**src/rtl/writeback_buffer.sv**
```systemverilog
// Writeback buffer: queues ALU/MDU register writes into a small FIFO and
// drives one register file write per cycle. Optional forwarding: WB_FORWARD_EN.
module writeback_buffer #(
  parameter int DEPTH        = 4,
  parameter int BITS         = 32,
  parameter int WORDS        = 16,
  parameter int ADDRESS_BITS = $clog2(WORDS)
) (
  input  logic                    clk,
  input  logic                    clr,
  input  logic                    alu_valid,
  output logic                    alu_ready,
  input  logic [ADDRESS_BITS-1:0] alu_addr,
  input  logic [BITS-1:0]         alu_data,
  input  logic                    mdu_valid,
  output logic                    mdu_ready,
  input  logic [ADDRESS_BITS-1:0] mdu_addr,
  input  logic [BITS-1:0]         mdu_data,
  output logic [ADDRESS_BITS-1:0] addr_out,
  output logic [BITS-1:0]         data_out,
  output logic [WORDS-1:0]        pending,
  output logic [$clog2(DEPTH):0]  count,
  output logic                    empty,
  output logic                    full
`ifdef WB_FORWARD_EN
  ,
  input  logic [ADDRESS_BITS-1:0] fwd_addr,
  output logic                    fwd_hit,
  output logic [BITS-1:0]         fwd_data
`endif
);

  localparam int PW = $clog2(DEPTH);
  localparam int CW = PW + 1;

  logic [ADDRESS_BITS-1:0] mem_addr [DEPTH];
  logic [BITS-1:0]         mem_data [DEPTH];

  logic [PW-1:0] wptr;
  logic [PW-1:0] rptr;
  logic [PW-1:0] mdu_slot;
  logic [CW-1:0] free;
  logic [CW-1:0] npush;
  logic          pop;
  logic          alu_push;
  logic          mdu_push;
  logic          alu_fire;
  logic          mdu_fire;

  // A pop happens whenever the FIFO holds anything, so its slot is
  // reusable in the same cycle.
  assign pop  = (count != '0);
  assign free = CW'(DEPTH) - count + {{PW{1'b0}}, pop};

  // ALU wins; MDU needs a second slot when the ALU is also asking.
  assign alu_ready = clr && (free >= CW'(1));
  assign mdu_ready = clr && (alu_valid ? (free >= CW'(2))
                                       : (free >= CW'(1)));

  assign alu_fire = alu_valid && alu_ready;
  assign mdu_fire = mdu_valid && mdu_ready;

  // Writes to r0 are acknowledged but dropped.
  assign alu_push = alu_fire && (alu_addr != '0);
  assign mdu_push = mdu_fire && (mdu_addr != '0);

  assign npush    = {{PW{1'b0}}, alu_push} + {{PW{1'b0}}, mdu_push};
  assign mdu_slot = alu_push ? wptr + PW'(1) : wptr;

  assign empty = (count == '0);
  assign full  = (count == CW'(DEPTH));

  // Entry storage; validity is tracked by the pointers and count only.
  always_ff @(posedge clk) begin
    if (clr) begin
      if (alu_push) begin
        mem_addr[wptr] <= alu_addr;
        mem_data[wptr] <= alu_data;
      end
      if (mdu_push) begin
        mem_addr[mdu_slot] <= mdu_addr;
        mem_data[mdu_slot] <= mdu_data;
      end
    end
  end

  // Pointers, occupancy and the output register feeding the register file.
  always_ff @(posedge clk) begin
    if (!clr) begin
      wptr     <= '0;
      rptr     <= '0;
      count    <= '0;
      addr_out <= '0;
      data_out <= '0;
    end else begin
      wptr  <= wptr + PW'(npush);
      count <= count + npush - {{PW{1'b0}}, pop};
      if (pop) begin
        addr_out <= mem_addr[rptr];
        data_out <= mem_data[rptr];
        rptr     <= rptr + PW'(1);
      end else begin
        addr_out <= '0;
        data_out <= '0;
      end
    end
  end

  // Pending bitmap from live FIFO entries plus the output register.
  always_comb begin
    logic [PW-1:0] idx;
    pending = '0;
    idx     = '0;
    for (int i = 0; i < DEPTH; i++) begin
      idx = rptr + PW'(i);
      if (CW'(i) < count)
        pending[mem_addr[idx]] = 1'b1;
    end
    pending[addr_out] = 1'b1;
    pending[0]        = 1'b0;
  end

`ifdef WB_FORWARD_EN
  // Youngest matching write wins: output register first, then FIFO
  // entries oldest to newest, each later match overriding.
  always_comb begin
    logic [PW-1:0] idx;
    fwd_hit  = 1'b0;
    fwd_data = '0;
    idx      = '0;
    if (fwd_addr != '0) begin
      if (addr_out == fwd_addr) begin
        fwd_hit  = 1'b1;
        fwd_data = data_out;
      end
      for (int i = 0; i < DEPTH; i++) begin
        idx = rptr + PW'(i);
        if ((CW'(i) < count) && (mem_addr[idx] == fwd_addr)) begin
          fwd_hit  = 1'b1;
          fwd_data = mem_data[idx];
        end
      end
    end
  end
`endif

endmodule

```
**config.mk**
```make
export PLATFORM = sky130hd
export DESIGN_NAME = writeback_buffer
export DESIGN_NICKNAME = d
export VERILOG_FILES = /design/src/rtl/writeback_buffer.sv
export SDC_FILE = /design/constraint.sdc
export NUM_CORES = 1
export LEC_CHECK = 0
export ABC_AREA = 1
export CAP_MARGIN = 10
export CORE_MARGIN = 4
export CORE_UTILIZATION = 45
export CTS_BUF_LIST = sky130_fd_sc_hd__clkbuf_2
export CTS_CLUSTER_DIAMETER = 200
export CTS_CLUSTER_SIZE = 12
export DETAILED_ROUTE_END_ITERATION = 8
export GPL_TIMING_DRIVEN = 1
export MAX_ROUTING_LAYER = met4
export PLACE_DENSITY = 0.74
export SLEW_MARGIN = 15
export SYNTH_ARGS = -nofsm -noshare
export SYNTH_HDL_FRONTEND = slang
export SYNTH_SLANG_ARGS = --single-unit
export TNS_END_PERCENT = 50
```
**constraint.sdc**
```tcl
create_clock -name clk -period 9.7 [get_ports clk]
set_input_delay 1.94 -clock clk [delete_from_list [all_inputs] [get_ports clk]]
set_output_delay 1.94 -clock clk [all_outputs]
set_load 0.01 [all_outputs]
```
==> flow_summary.html, run 1 <==
<table>
<tr><th>Metric</th><th>Value</th></tr>
<tr><th colspan="2">Logic synthesis</th></tr>
<tr><td>Total standard cell area after synthesis</td><td>0.01065 sq mm</td></tr>
<tr><td>Post-synth top area share</td><td>between 40% and 50%</td></tr>
<tr><td>Largest cells by area after synthesis</td><td>sky130_fd_sc_hd__edfxtp_1, sky130_fd_sc_hd__nand2_1, sky130_fd_sc_hd__dfxtp_1</td></tr>
<tr><td>Syn. warnings</td><td>0</td></tr>
<tr><td>Leading area contributor after synthesis</td><td>sky130_fd_sc_hd__edfxtp_1</td></tr>
<tr><td>Register area share after synthesis</td><td>49.08%</td></tr>
<tr><td>Post-synthesis sequential element count</td><td>189</td></tr>
<tr><td>Avg Inst Size Synth</td><td>8.209 sq um</td></tr>
<tr><td>Count of flip-flops with a built-in enable after synthesis</td><td>between 100 and 150</td></tr>
<tr><td>Fraction of synthesis flops using an asynchronous set or reset pin</td><td>0%</td></tr>
<tr><td>Synth Net Count</td><td>1386</td></tr>
<tr><td>Post-synthesis cell type count</td><td>36</td></tr>
<tr><td>Predominant post-synthesis flop cell</td><td>sky130_fd_sc_hd__edfxtp_1</td></tr>
<tr><td>Synthesized instance count</td><td>1297</td></tr>
<tr><th colspan="2">Routing</th></tr>
<tr><td>Vias post-DR</td><td>9452</td></tr>
<tr><td># DRC</td><td>0</td></tr>
<tr><td>Number of iterations in the first detailed-routing pass</td><td>6</td></tr>
<tr><td>DR iter-0 viols</td><td>969</td></tr>
<tr><td>WL/cell</td><td>17.70 um</td></tr>
<tr><td>Post-DRT Antenna Nets</td><td>0</td></tr>
<tr><td>Post-detailed-route via-to-cell ratio</td><td>5.531</td></tr>
<tr><td>Aggregate routed wire length</td><td>~30000 um</td></tr>
<tr><th colspan="2">STA</th></tr>
<tr><td>Max Slew Vio Count</td><td>0</td></tr>
<tr><td>Clock period minus worst slack</td><td>6536 ps</td></tr>
<tr><td>Setup slack of the critical path after layout</td><td>3164 ps</td></tr>
<tr><td>Worst rel slew slack</td><td>21.65%</td></tr>
<tr><td>Actual transition at the worst max-transition pin</td><td>between 1000 and 1500 ps</td></tr>
<tr><td>Maximum achievable frequency</td><td>0.1530 GHz</td></tr>
<tr><td>Sum Neg Setup Slack</td><td>0 ps</td></tr>
<tr><td>Final setup skew</td><td>64.46 ps</td></tr>
<tr><td>Post-route clock period utilization</td><td>between 60% and 70%</td></tr>
<tr><td>Number of endpoints with negative hold slack in the final report</td><td>0</td></tr>
<tr><td>Setup violations, final</td><td>0</td></tr>
<tr><td>Unrepaired setup endpoints after global routing</td><td>false</td></tr>
<tr><th colspan="2">CTS</th></tr>
<tr><td>Total number of H-tree levels</td><td>4</td></tr>
<tr><td>Setup repair bufs after CTS</td><td>0</td></tr>
<tr><td>Number of gates given a new drive strength after cts</td><td>0</td></tr>
<tr><td>Buffer type at the clock tree root</td><td>sky130_fd_sc_hd__clkbuf_2</td></tr>
<tr><td>Clock slew at the register clock pins of the worst setup and hold paths</td><td>310 ps</td></tr>
<tr><td>CTS Hold Buffers Added</td><td>0</td></tr>
<tr><td>Clock sinks</td><td>189</td></tr>
<tr><td>CTS buffer count</td><td>17</td></tr>
<tr><td>Clock network latency to the later pin of the worst-skew pair</td><td>800 ps</td></tr>
<tr><td>Clock buffer depth</td><td>2</td></tr>
<tr><td>TritonCTS clock tree</td><td>done</td></tr>
<tr><th colspan="2">Worst setup path</th></tr>
<tr><td>Startpoint kind of the worst setup timing path</td><td>flop</td></tr>
<tr><td>Maximum fanout count along the critical path</td><td>33</td></tr>
<tr><td>Arrival time reported for the critical path endpoint</td><td>4600 ps</td></tr>
<tr><td>Required time at the endpoint of the critical path</td><td>7760 ps</td></tr>
<tr><td>Worst Setup End Kind</td><td>output pin</td></tr>
<tr><td>Path type of the worst setup path</td><td>reg -&gt; out</td></tr>
<tr><th colspan="2">Floorplan</th></tr>
<tr><td>Overall die area</td><td>0.02618 sq mm</td></tr>
<tr><td>Number of placed I/O pins</td><td>135</td></tr>
<tr><td>Site row count</td><td>56</td></tr>
<tr><td>Standard cell core area</td><td>0.02340 sq mm</td></tr>
<tr><td>Starting density of the core</td><td>45.49%</td></tr>
<tr><td>Die outline width</td><td>161.8 um</td></tr>
<tr><td>Vert. Die Dim</td><td>161.8 um</td></tr>
<tr><th colspan="2">Min path</th></tr>
<tr><td>Worst hold-check path type</td><td>reg -&gt; reg</td></tr>
<tr><th colspan="2">GRT</th></tr>
<tr><td>Tot GR Track Use</td><td>23.28%</td></tr>
<tr><td>Via count of the first global-routing pass</td><td>slightly above 9000</td></tr>
<tr><td>Largest net degree at the start of global routing</td><td>110</td></tr>
<tr><td>Initial antenna violation count</td><td>1</td></tr>
<tr><td>First-pass GRT wire length</td><td>47200 um</td></tr>
<tr><td>Aggregate global routing overflow</td><td>0</td></tr>
<tr><th colspan="2">Status</th></tr>
<tr><td>Status</td><td>complete, no violations</td></tr>
<tr><th colspan="2">Final layout</th></tr>
<tr><td>Area occupied by registers</td><td>0.005225 sq mm</td></tr>
<tr><td>Fillers</td><td>between 2000 and 2500</td></tr>
<tr><td>Proportion of layout cells with a drive suffix above 1</td><td>under 10%</td></tr>
<tr><td>Area Overhead vs Synth</td><td>15.85%</td></tr>
<tr><td>Number of nets in the layout</td><td>1465</td></tr>
<tr><td>Area used by multi-input combinational logic</td><td>0.004643 sq mm</td></tr>
<tr><th colspan="2">Placed design</th></tr>
<tr><td>Final weighted congestion in routability-driven placement</td><td>0.9066</td></tr>
<tr><td>Buffers on Ports</td><td>133</td></tr>
<tr><td>Dpl hpwl</td><td>19890 um</td></tr>
<tr><td>DP Worst Slack</td><td>3696 ps</td></tr>
<tr><th colspan="2">Pwr</th></tr>
<tr><td>Areal power density over the cells</td><td>245.2 mW/mm^2</td></tr>
<tr><td>Static Leakage</td><td>4.920 nW</td></tr>
<tr><td>Worst supply voltage drop on vdd</td><td>approximately 0.14 mV</td></tr>
<tr><th colspan="2">Flow run</th></tr>
<tr><td>Max Cap Violations</td><td>0</td></tr>
</table>
-- worst max-delay path: stages (launching register included) --
cell	delay [ps]
sky130_fd_sc_hd__dfxtp_1	1060
sky130_fd_sc_hd__inv_1	230
sky130_fd_sc_hd__nor2_2	860
sky130_fd_sc_hd__buf_4	420
sky130_fd_sc_hd__a22oi_1	100
sky130_fd_sc_hd__nand2_1	140
sky130_fd_sc_hd__nand3_1	140
sky130_fd_sc_hd__or2_1	250
sky130_fd_sc_hd__nand3_1	90
sky130_fd_sc_hd__clkdlybuf4s50_1	540
-- cell usage after synthesis, types with 7 or more instances --
cell type and n:
sky130_fd_sc_hd__nand2_1 411, sky130_fd_sc_hd__edfxtp_1 144, sky130_fd_sc_hd__nand3_1 102, sky130_fd_sc_hd__inv_1 97
sky130_fd_sc_hd__nor2_1 94, sky130_fd_sc_hd__nand4_1 75, sky130_fd_sc_hd__o21bai_1 72, sky130_fd_sc_hd__buf_2 52
sky130_fd_sc_hd__dfxtp_1 45, sky130_fd_sc_hd__a22oi_1 35, sky130_fd_sc_hd__a31oi_1 32, sky130_fd_sc_hd__o21ai_0 29
sky130_fd_sc_hd__clkbuf_1 17, sky130_fd_sc_hd__a21oi_1 14, sky130_fd_sc_hd__buf_4 12, sky130_fd_sc_hd__ha_1 12
sky130_fd_sc_hd__o21ai_1 11, sky130_fd_sc_hd__nor3_1 7
-- sequential cells by signal, indices dropped and copies added (netlist names), named ones only --
name and flops:
data_out 32, addr_out 4, mem_data 128, mem_addr 16, count 3, rptr 2, wptr 2
-- path summary, 6_finish.rpt --
path / endpoint / from / slack, ps / cells past startpoint
worst max-delay path: pending[15] / rptr[0] / 3160 / 9
worst min register to register: data_out[27] / mem_data[2][27] / 540 / 2
worst max register to register: mem_addr[1][1] / count[2] / 4960 / 10
worst min-delay path: data_out[27] / mem_data[2][27] / 540 / 2
-- per-layer routing --
layer	GRT usage, %	share of wire [%]	vias to the layer above
met2	39.35	50	412
met3	3.324	6.7	62
li1	-	-	4582
met5	-	0	-
met1	28.64	41	4396
met4	8.497	2.5	0
-- cells in the final DEF, fill, tap and decap left out, types with 2 or more instances in the layout --
cell / synthesis / layout
sky130_fd_sc_hd__a21oi_1: 14 / 14
sky130_fd_sc_hd__a22oi_1: 35 / 35
sky130_fd_sc_hd__a31oi_1: 32 / 32
sky130_fd_sc_hd__buf_4: 12 / 12
sky130_fd_sc_hd__clkbuf_2: 0 / 18
sky130_fd_sc_hd__clkdlybuf4s50_1: 0 / 133
sky130_fd_sc_hd__clkinv_1: 2 / 2
sky130_fd_sc_hd__clkinv_8: 0 / 3
sky130_fd_sc_hd__clkinvlp_4: 0 / 2
sky130_fd_sc_hd__dfxtp_1: 45 / 45
sky130_fd_sc_hd__edfxtp_1: 144 / 144
sky130_fd_sc_hd__ha_1: 12 / 12
sky130_fd_sc_hd__inv_1: 97 / 97
sky130_fd_sc_hd__inv_2: 2 / 2
sky130_fd_sc_hd__inv_6: 0 / 3
sky130_fd_sc_hd__inv_8: 0 / 4
sky130_fd_sc_hd__nand2_1: 411 / 409
sky130_fd_sc_hd__nand2_2: 5 / 7
sky130_fd_sc_hd__nand3_1: 102 / 102
sky130_fd_sc_hd__nand3_4: 3 / 3
sky130_fd_sc_hd__nand4_1: 75 / 75
sky130_fd_sc_hd__nor2_1: 94 / 92
sky130_fd_sc_hd__nor2_2: 1 / 2
sky130_fd_sc_hd__nor2_4: 2 / 3
sky130_fd_sc_hd__nor3_1: 7 / 7
sky130_fd_sc_hd__o21ai_0: 29 / 29
sky130_fd_sc_hd__o21ai_1: 11 / 7
sky130_fd_sc_hd__o21ai_4: 0 / 4
sky130_fd_sc_hd__o21bai_1: 72 / 72
sky130_fd_sc_hd__o22ai_1: 6 / 6
sky130_fd_sc_hd__or2_2: 2 / 2
-- where the power goes --
part | internal, mW | leakage, nW | total, mW | switching, mW
Clock | 0.111 | 0.152 | 0.418 | 0.307
Sequential | 1.04 | 1.69 | 1.13 | 0.0881
Combinational | 0.510 | 3.08 | 1.47 | 0.964
-- cells by family after synthesis --
kind of cell             Yosys count  synth area share (%)
other                              1               0.03522
adder cells (fa/ha/maj)           13                 1.598
XOR/XNOR                           2                0.1646
buffers and inverters            186                 7.874
AND/OR/NAND/NOR                  705                 28.78
AO/OA/AOI/OAI                    201                 12.47
flip-flops                       189                 49.08
-- layout make-up --
type                       count  area share [%]
sequential                   189           42.36
multi-input combinational    922           37.64
timing repair buffer         145           11.52
tap                          319           3.236
inverter                     101           3.074
clock inverter                14           1.410
clock buffer                  18          0.7304
antenna                        1         0.02029
-- per-stage QoR --
stage          hold slack [ps]  power, mW  utilization, %  std cells  area (sq um)
2_1_floorplan            473.1      2.061               -       1297         10650
3_3_place_gp             512.1      2.597           51.57       1676         12070
3_5_place_dp             531.4      2.619           51.57       1676         12070
4_1_cts                  537.2      3.026           52.69       1708         12330
5_1_grt                  567.2      3.228           52.71       1709         12330
6_report                 535.1      3.024           52.71       1709         12330
(Power assumes the default switching activity.)
==> run 2: changes to the inputs <==
==> constraint.sdc (replaced) <==
create_clock -name clk -period 6.2 [get_ports clk]
set_input_delay 1.24 -clock clk [delete_from_list [all_inputs] [get_ports clk]]
set_output_delay 1.24 -clock clk [all_outputs]
set_load 0.01 [all_outputs]
==> flow_summary.html, run 2 (same netlist as run 1, synthesis figures left out) <==
<table>
<tr><th>Metric</th><th>Value</th></tr>
<tr><th colspan="2">Placed design</th></tr>
<tr><td>Number of cells after detailed placement</td><td>1681 (was 1676)</td></tr>
<tr><td>Final weighted congestion in routability-driven placement</td><td>0.9296 (was 0.9066)</td></tr>
<tr><td>Dpl hpwl</td><td>19660 um (was 19890 um)</td></tr>
<tr><td>Buffers on Ports</td><td>133 (unchanged)</td></tr>
<tr><th colspan="2">Worst setup path</th></tr>
<tr><td>Required time at the endpoint of the critical path</td><td>4960 ps (was 7760 ps)</td></tr>
<tr><td>Worst Setup End Kind</td><td>output pin (unchanged)</td></tr>
<tr><td>Startpoint kind of the worst setup timing path</td><td>flop (unchanged)</td></tr>
<tr><td>Maximum fanout count along the critical path</td><td>33 (unchanged)</td></tr>
<tr><td>Arrival time reported for the critical path endpoint</td><td>4180 ps (was 4600 ps)</td></tr>
<tr><td>Path type of the worst setup path</td><td>reg -&gt; out (unchanged)</td></tr>
<tr><th colspan="2">Pwr</th></tr>
<tr><td>Total Power</td><td>4.677 mW (was 3.024 mW)</td></tr>
<tr><td>Worst supply voltage drop on vdd</td><td>0.1993 mV (was 0.1396 mV)</td></tr>
<tr><td>Areal power density over the cells</td><td>379.5 mW/mm^2 (was 245.2 mW/mm^2)</td></tr>
<tr><td>Static Leakage</td><td>4.920 nW (about the same)</td></tr>
<tr><th colspan="2">Flow run</th></tr>
<tr><td>Max Cap Violations</td><td>0 (unchanged)</td></tr>
<tr><th colspan="2">STA</th></tr>
<tr><td>Setup violations, final</td><td>0 (unchanged)</td></tr>
<tr><td>Unrepaired setup endpoints after global routing</td><td>false (unchanged)</td></tr>
<tr><td>Number of endpoints with negative hold slack in the final report</td><td>0 (unchanged)</td></tr>
<tr><td>Actual transition at the worst max-transition pin</td><td>1162 ps (was 1175 ps)</td></tr>
<tr><td>Clock period minus worst slack</td><td>5419 ps</td></tr>
<tr><td>Max Slew Vio Count</td><td>0 (unchanged)</td></tr>
<tr><td>Worst rel slew slack</td><td>22.54% (was 21.65%)</td></tr>
<tr><td>Sum Neg Setup Slack</td><td>0 ps (unchanged)</td></tr>
<tr><td>Maximum achievable frequency</td><td>0.1845 GHz</td></tr>
<tr><td>Post-route clock period utilization</td><td>87.40%</td></tr>
<tr><td>Final setup skew</td><td>36.95 ps (was 64.46 ps)</td></tr>
<tr><th colspan="2">GRT</th></tr>
<tr><td>Aggregate global routing overflow</td><td>0 (unchanged)</td></tr>
<tr><td>Initial antenna violation count</td><td>1 (unchanged)</td></tr>
<tr><td>Largest net degree at the start of global routing</td><td>109 (was 110)</td></tr>
<tr><td>Tot GR Track Use</td><td>23.16% (was 23.28%)</td></tr>
<tr><td>First-pass GRT wire length</td><td>47360 um (was 47200 um)</td></tr>
<tr><td>Via count of the first global-routing pass</td><td>9140 (was 9179)</td></tr>
<tr><th colspan="2">Final layout</th></tr>
<tr><td>Flip-flop count of the largest register after layout</td><td>128 (unchanged)</td></tr>
<tr><td>Final core occ</td><td>52.67% (was 52.71%)</td></tr>
<tr><td>Number of nets in the layout</td><td>1470 (was 1465)</td></tr>
<tr><td>Largest registers</td><td>mem_data: 128 flops, data_out: 32 flops, mem_addr: 16 flops (unchanged)</td></tr>
<tr><td>Most common cell after layout, fill and taps aside</td><td>sky130_fd_sc_hd__nand2_1 (unchanged)</td></tr>
<tr><td>Final cell count without fillers</td><td>1714 (was 1709)</td></tr>
<tr><td>Register containing the most flip-flops in the final layout</td><td>mem_data (unchanged)</td></tr>
<tr><td>Proportion of layout cells with a drive suffix above 1</td><td>5.308% (was 5.040%)</td></tr>
<tr><td>Commonest cells after routing, fill and taps aside</td><td>sky130_fd_sc_hd__nand2_1, sky130_fd_sc_hd__edfxtp_1, sky130_fd_sc_hd__clkdlybuf4s50_1 (unchanged)</td></tr>
<tr><td>Fillers</td><td>2205 (was 2255)</td></tr>
<tr><td>Area Overhead vs Synth</td><td>15.77% (was 15.85%)</td></tr>
<tr><th colspan="2">Routing</th></tr>
<tr><td>Post-DRT Antenna Nets</td><td>0 (unchanged)</td></tr>
<tr><td>Aggregate routed wire length</td><td>29820 um (was 30260 um)</td></tr>
<tr><td># DRC</td><td>0 (unchanged)</td></tr>
<tr><td>Vias post-DR</td><td>9547 (was 9452)</td></tr>
<tr><td>Number of iterations in the first detailed-routing pass</td><td>7 (was 6)</td></tr>
<tr><td>Post-detailed-route via-to-cell ratio</td><td>5.570 (was 5.531)</td></tr>
<tr><td>DR iter-0 viols</td><td>856 (was 969)</td></tr>
<tr><td>WL/cell</td><td>17.40 um (was 17.70 um)</td></tr>
<tr><th colspan="2">CTS</th></tr>
<tr><td>CTS Hold Buffers Added</td><td>0 (unchanged)</td></tr>
<tr><td>Clock buffer depth</td><td>2 (unchanged)</td></tr>
<tr><td>Clock sinks</td><td>189 (unchanged)</td></tr>
<tr><td>Number of gates given a new drive strength after cts</td><td>0 (unchanged)</td></tr>
<tr><td>CTS buffer count</td><td>17 (unchanged)</td></tr>
<tr><td>Buffer type at the clock tree root</td><td>sky130_fd_sc_hd__clkbuf_2 (unchanged)</td></tr>
<tr><td>Setup repair bufs after CTS</td><td>0 (unchanged)</td></tr>
<tr><td>Total number of H-tree levels</td><td>4 (unchanged)</td></tr>
<tr><td>Clock slew at the register clock pins of the worst setup and hold paths</td><td>300 ps (was 310 ps)</td></tr>
<tr><td>TritonCTS clock tree</td><td>done (unchanged)</td></tr>
<tr><td>Clock network latency to the later pin of the worst-skew pair</td><td>780 ps (was 800 ps)</td></tr>
<tr><th colspan="2">Status</th></tr>
<tr><td>Status</td><td>complete, no violations (unchanged)</td></tr>
<tr><th colspan="2">Floorplan</th></tr>
<tr><td>Site row count</td><td>56 (unchanged)</td></tr>
<tr><td>Standard cell core area</td><td>0.02340 sq mm (unchanged)</td></tr>
<tr><td>Vert. Die Dim</td><td>161.8 um (unchanged)</td></tr>
<tr><td>Overall die area</td><td>0.02618 sq mm (unchanged)</td></tr>
<tr><td>Number of placed I/O pins</td><td>135 (unchanged)</td></tr>
<tr><td>Die outline width</td><td>161.8 um (unchanged)</td></tr>
<tr><td>Starting density of the core</td><td>45.49% (unchanged)</td></tr>
<tr><th colspan="2">Min path</th></tr>
<tr><td>Worst hold-check path type</td><td>reg -&gt; reg (unchanged)</td></tr>
</table>
==> run 2: changes by cell type in the layout (fill, tap and decap cells not counted) <==
cell,change
sky130_fd_sc_hd__clkinv_2,+1
sky130_fd_sc_hd__buf_4,+5
sky130_fd_sc_hd__clkinv_8,-2
sky130_fd_sc_hd__bufinv_16,-1
sky130_fd_sc_hd__clkinv_1,+1
sky130_fd_sc_hd__clkinvlp_4,+1
==> run 2: routing by layer <==
metal / part of all wire, % / global-route usage, %
met4: 2.5 / 7.536
met1: 41 / 28.84
met3: 7.6 / 4.263
met5: 0 / -
met2: 49 / 38.47
==> run 2: through the flow <==
stage	cell area [sq um]	worst slack [ps]	hold WS (ps)
global route	12330	455.3	572.4
detailed placement	12110	1388	518.4
global placement	12110	1537	506.3
floorplan	10650	2017	473.1
finish	12330	781.1	560.2
CTS	12320	790.4	562.4
==> run 2: final cells by class <==
type,instances,area (sq um),share of cell area [%]
antenna,1,2.502,0.02030
clock buffer,18,90.09,0.7309
clock inverter,14,127.6,1.035
inverter,101,379.1,3.076
multi-input combinational,922,4643,37.67
sequential,189,5225,42.39
tap,319,399.1,3.238
timing repair buffer,150,1459,11.84
==> run 2: power by group <==
part	total (mW)	switching, mW	internal (mW)	leakage, nW
clock network	0.588	0.464	0.124	0.129
registers	1.77	0.136	1.63	1.69
logic	2.32	1.51	0.806	3.10
==> run 2: path summary, 6_finish.rpt <==
| path | startpoint | endpoint | slack (ps) | depth (start not counted) |
|---|---|---|---|---|
| setup / recovery | rptr[0] | pending[15] | 780 | 11 |
| hold / removal | mem_data[2][26] | data_out[26] | 560 | 2 |
| setup reg to reg | count[2] | mem_data[2][5] | 2000 | 12 |
| hold reg to reg | mem_data[2][26] | data_out[26] | 560 | 2 |
==> run 2: worst max-delay path, cell delays in order, from the launching register on <==
cell                              delay, ps
sky130_fd_sc_hd__dfxtp_1               1050
sky130_fd_sc_hd__nand2_1                310
sky130_fd_sc_hd__clkinv_1               340
sky130_fd_sc_hd__buf_4                  370
sky130_fd_sc_hd__nand2_1                 80
sky130_fd_sc_hd__o21ai_0                 90
sky130_fd_sc_hd__nor2_1                 130
sky130_fd_sc_hd__inv_1                   90
sky130_fd_sc_hd__nand2_1                 80
sky130_fd_sc_hd__or2_1                  230
sky130_fd_sc_hd__nand3_1                 90
sky130_fd_sc_hd__clkdlybuf4s50_1        540
==> run 3: changes to the inputs <==
--- a/config.mk
+++ b/config.mk
@@ -20,4 +20,3 @@
 export SYNTH_ARGS = -nofsm -noshare
 export SYNTH_HDL_FRONTEND = slang
 export SYNTH_SLANG_ARGS = --single-unit
-export TNS_END_PERCENT = 50
==> results of run 3 <==
The final DEF is identical to that of run 2; final timing and power are the same.
